**config.mk**
```make
export PLATFORM = sky130hd
export DESIGN_NAME = mem_loader
export DESIGN_NICKNAME = d
export VERILOG_FILES = /design/src/rtl/mem_loader_pkg.sv /design/src/rtl/mem_loader.sv
export SDC_FILE = /design/constraint.sdc
export NUM_CORES = 1
export LEC_CHECK = 0
export CAP_MARGIN = 15
export CORE_ASPECT_RATIO = 0.75
export CORE_MARGIN = 2
export CORE_UTILIZATION = 45
export CTS_CLUSTER_DIAMETER = 40
export DETAILED_ROUTE_END_ITERATION = 10
export GPL_ROUTABILITY_DRIVEN = 0
export PLACE_DENSITY = 0.77
export SLEW_MARGIN = 5
export SYNTH_ARGS = -nofsm -noshare
export SYNTH_HDL_FRONTEND = slang
export SYNTH_SLANG_ARGS = --single-unit
```
**constraint.sdc**
```tcl
create_clock -name clk -period 4.3 [get_ports clk]
set_clock_uncertainty 0.15 [all_clocks]
set_input_delay 0.43 -clock clk [delete_from_list [all_inputs] [get_ports clk]]
set_output_delay 0.43 -clock clk [all_outputs]
set_load 0.03 [all_outputs]
```
**src/rtl/mem_loader_pkg.sv**
```systemverilog
// Shared types and encodings for the boot-time program loader.
// Imported by the loader and anything that decodes its state.
package mem_loader_pkg;

  typedef enum logic [2:0] {
    HDR,
    DATA,
    WRITE,
    DONE,
    ERR
  } state_t;

  localparam logic MEMREQ_WRITE = 1'b1;

endpackage

```
**src/rtl/mem_loader.sv**
```systemverilog
// Boot loader: byte stream -> little-endian words -> memory writes.
// Holds the processor in reset until the whole image is written.
module mem_loader
  import mem_loader_pkg::*;
#(
  parameter int p_memsize = 64
) (
  input  logic        clk,
  input  logic        rst,
  input  logic        in_val,
  output logic        in_rdy,
  input  logic [7:0]  in_data,
  output logic        memreq_val,
  output logic        memreq_type,
  output logic [31:0] memreq_addr,
  output logic [31:0] memreq_wdata,
  output logic        proc_rst,
  output logic        done,
  output logic        err
);

  localparam int IW = $clog2(p_memsize) + 1;
  localparam int AW = IW + 2;
  localparam logic [8:0] MAX_N = 9'(p_memsize);

  state_t          state;
  logic [IW-1:0]   idx;
  logic [IW-1:0]   n;
  logic [IW-1:0]   idx_inc;
  logic [1:0]      cnt;
  logic [31:0]     word;
  logic            rdy_q;
  logic            wr_q;
  logic            done_q;
  logic            err_q;
  logic            take;

  assign take    = in_val & rdy_q;
  assign idx_inc = idx + 1'b1;

  always_ff @(posedge clk) begin
    if (rst) begin
      state  <= HDR;
      idx    <= '0;
      n      <= '0;
      cnt    <= '0;
      word   <= '0;
      rdy_q  <= 1'b1;
      wr_q   <= 1'b0;
      done_q <= 1'b0;
      err_q  <= 1'b0;
    end else begin
      unique case (state)
        HDR: begin
          if (take) begin
            if (in_data == 8'd0) begin
              state  <= DONE;
              rdy_q  <= 1'b0;
              done_q <= 1'b1;
            end else if ({1'b0, in_data} > MAX_N) begin
              state <= ERR;
              rdy_q <= 1'b0;
              err_q <= 1'b1;
            end else begin
              state <= DATA;
              n     <= IW'(in_data);
              idx   <= '0;
              cnt   <= '0;
            end
          end
        end
        DATA: begin
          if (take) begin
            word[{cnt, 3'b000} +: 8] <= in_data;
            cnt <= cnt + 2'd1;
            if (cnt == 2'd3) begin
              state <= WRITE;
              rdy_q <= 1'b0;
              wr_q  <= 1'b1;
            end
          end
        end
        WRITE: begin
          wr_q <= 1'b0;
          idx  <= idx_inc;
          if (idx_inc == n) begin
            state  <= DONE;
            done_q <= 1'b1;
          end else begin
            state <= DATA;
            rdy_q <= 1'b1;
          end
        end
        DONE: state <= DONE;
        ERR:  state <= ERR;
        default: state <= HDR;
      endcase
    end
  end

  // rst overrides the handshake and processor reset immediately
  assign in_rdy       = rdy_q & ~rst;
  assign memreq_val   = wr_q & ~rst;
  assign memreq_type  = MEMREQ_WRITE;
  assign memreq_addr  = {{(32-AW){1'b0}}, idx, 2'b00};
  assign memreq_wdata = word;
  assign proc_rst     = rst | ~done_q;
  assign done         = done_q;
  assign err          = err_q;

endmodule

```
==> impl_metrics.py <==
metrics = {
    "outcome": {
        "status": "finished clean",
    },
    "timing": {
        "finalSetupTns_ns": 0,
        "finalCritPeriodShare_pct": 65.6,
        "min_period_ns": 2.82,
        "hold_viol_final": 0,
        "rsz0062_at_grt": "false",
        "fmax_mhz": 354,
        "worst_slack_ns": 1.48,
        "whs_ns": 0.308,
        "worstMarginPinSlew_ns": 1.00,
        "setup_violations": 0,
        "maxSlewHeadroom_pct": 33.0,
        "slew_violations": 0,
    },
    "worst_setup_path": {
        "worstSetupPathType": "in -> out",
        "worst_setup_path_start_kind": "input port",
        "worstPathMaxFanout": 50,
        "cp_data_required_time_ns": 3.72,
        "cp_slowest_cell": "clkdlybuf4s50_1",
        "end_kind": "output pin",
        "r2r_start": "cnt[0]$_SDFFE_PP0P_",
        "crit_path_start": "rst",
        "arrival_ns": 2.24,
        "crit_path_max_incr_delay_ns": 0.67,
        "cp_cell_sequence": "clkdlybuf4s50_1 > buf_4 > inv_1 > nand2_1 > clkdlybuf4s50_1",
        "crit_top_cell": "clkdlybuf4s50_1",
    },
    "detailed_routing": {
        "drtAntennaViolNets": 0,
        "first_pass_iters": 4,
        "drc": 0,
        "wirelength_mm": 6.40,
        "dr.first_iter.drc_count": 172,
        "routedWlPerCell_um": 14.1,
        "viasPerCell": 5.37,
        "vias": 2445,
    },
    "die": {
        "ioPinCount": 81,
        "dieArea_mm2": 0.00663,
        "fp-row-count": 24,
        "die_w_um": 93.4,
        "core_mm2": 0.00580,
        "die_h_um": 71.0,
        "start_util_pct": 46.5,
    },
    "power": {
        "p_per_area_mw_per_mm2": 293,
        "p_leak_nw": 1.15,
        "vdd_drop_max_mv": 0.144,
    },
    "synthesis": {
        "syn_inst": 331,
        "synth_ff_type": "dfxtp_1",
        "syn_avg_cell_area_um2": 8.15,
        "synth_edf_count": 0,
        "yosysSeqAreaShare_pct": 40.8,
        "ys.warnings.count": 0,
        "synthArstFlopShare_pct": 0,
        "synth-seq-cells": 55,
        "synth_area_mm2": 0.00270,
        "ys_types": 44,
    },
    "clocking": {
        "root_buffer": "clkbuf_8",
        "cts_tree": "done",
        "numCtsBuffers": 5,
        "hold_buffers": 0,
        "clockBufferDepth": 2,
        "post_cts_resized": 0,
        "cts.sink_count": 55,
        "path_clk_slew_ns": 0.10,
        "cts-htree-levels": 2,
        "worstSkewPairLatency_ns": 0.31,
        "post_cts_buffers": 0,
    },
    "finish": {
        "syn_to_final_growth_pct": 21.7,
        "antenna_cells": 0,
        "layout_common_cells": "dfxtp_1 (55), clkdlybuf4s50_1 (54), nand2_1 (46)",
        "final_nets": 394,
        "finalNonFillerCells": 455,
        "drive_above_1_share_pct": 4.24,
        "final_common_cell": "dfxtp_1",
        "final_util_pct": 56.6,
    },
    "global_routing": {
        "track_usage_pct": 19.5,
        "gr-total-overflow": 0,
        "grt_max_degree": 51,
        "antenna_found_initial": 0,
        "grt_first_pass_wirelength_mm": 10.3,
        "grt_pass1_vias": 2105,
    },
    "placed_design": {
        "place_ws_ns": 1.30,
        "dp_cells": 447,
        "portBuffers": 54,
        "hpwl_mm": 4.55,
    },
    "hold_path": {
        "hold_path.class": "reg -> reg",
        "hold_path_startpoint": "memreq_wdata[17]$_SDFFE_PP0P_",
    },
    "flow_run": {
        "maxCapViolations": 0,
    },
}
[stage by stage]
step / power [mW] / instance area (um^2)
finish: 0.963 / 3280
global route: 0.994 / 3280
CTS: 0.964 / 3280
detailed placement: 0.664 / 3180
global placement: 0.661 / 3180
floorplan: 0.645 / 2790
[worst paths after layout]
path / endpoint / slack (ns) / cells after the start
max: proc_rst / 1.48 / 5
min reg2reg: memreq_wdata[17]$_SDFFE_PP0P_ / 0.31 / 2
max reg2reg: memreq_wdata[8]$_SDFFE_PP0P_ / 1.85 / 5
min: memreq_wdata[17]$_SDFFE_PP0P_ / 0.31 / 2
[worst max-delay path: cells and delay by family]
family                 cells  cell delay (ns)
and+or+nand+nor            1             0.10
buffers and inverters      4             1.71
[registers in the layout (all words and copies together) (netlist names)]
signal and count:
rdy_q 1, wr_q 1, err 1, state 3, idx 7, memreq_wdata 32
done 1, n 7, cnt 2
[cells in the mapped netlist, drive strengths merged, types with 2 or more instances]
cell type	n	area share, %
a2111oi	2	0.65
a21oi	44	8.2
a22o	2	0.65
and2	4	0.93
and3	3	0.70
buf	29	7.7
clkbuf	13	1.8
conb	2	0.28
dfxtp	55	41
ha	7	3.2
inv	6	0.84
mux2i	9	3.3
nand2	46	6.4
nand2b	3	0.70
nand3	38	7.1
nor2	16	2.2
nor2b	2	0.46
nor3	7	1.5
nor3b	4	1.1
nor4	4	1.5
o21a	3	0.84
o21ai	5	0.93
o221ai	2	0.65
o31a	2	0.65
or2	3	0.70
or3	2	0.46
or4	2	0.70
xnor2	3	0.97
xor2	3	0.97
[area by class of cell]
class / instances / area, um^2
fillers: 552 / 2510
multi-input cells: 252 / 1410
flip-flops and latches: 55 / 1100
repair buffers: 56 / 556
well taps: 78 / 97.6
clock buffers: 6 / 82.6
inverters: 6 / 22.5
clock inverters: 2 / 16.3
[where the power goes]
| part | switching, mW | total [mW] | internal [mW] |
|---|---|---|---|
| Sequential | 0.0105 | 0.529 | 0.518 |
| Clock | 0.177 | 0.308 | 0.132 |
| Combinational | 0.0894 | 0.126 | 0.0364 |
[routing by layer]
layer	global-route usage [%]	part of all wire, %
met5	0	0
met4	6.86	1.8
met3	3.51	6.3
met2	29.4	44
met1	28.1	48
[logic make-up (layout without fill, tap and decap cells)]
| kind of cell | Yosys count | in the layout | share of synthesized area, % |
|---|---|---|---|
| and+or+nand+nor | 135 | 135 | 24.6 |
| AOI/OAI and AO/OA | 69 | 69 | 15.3 |
| DFF | 55 | 55 | 40.8 |
| buffers and inverters | 48 | 70 | 10.4 |
| muxes | 9 | 9 | 3.34 |
| adders and majority gates | 7 | 7 | 3.25 |
| xor gates and xnor gates | 6 | 6 | 1.95 |
| other | 2 | 26 | 0.279 |
Note: power is estimated with default switching activity, not from simulation.
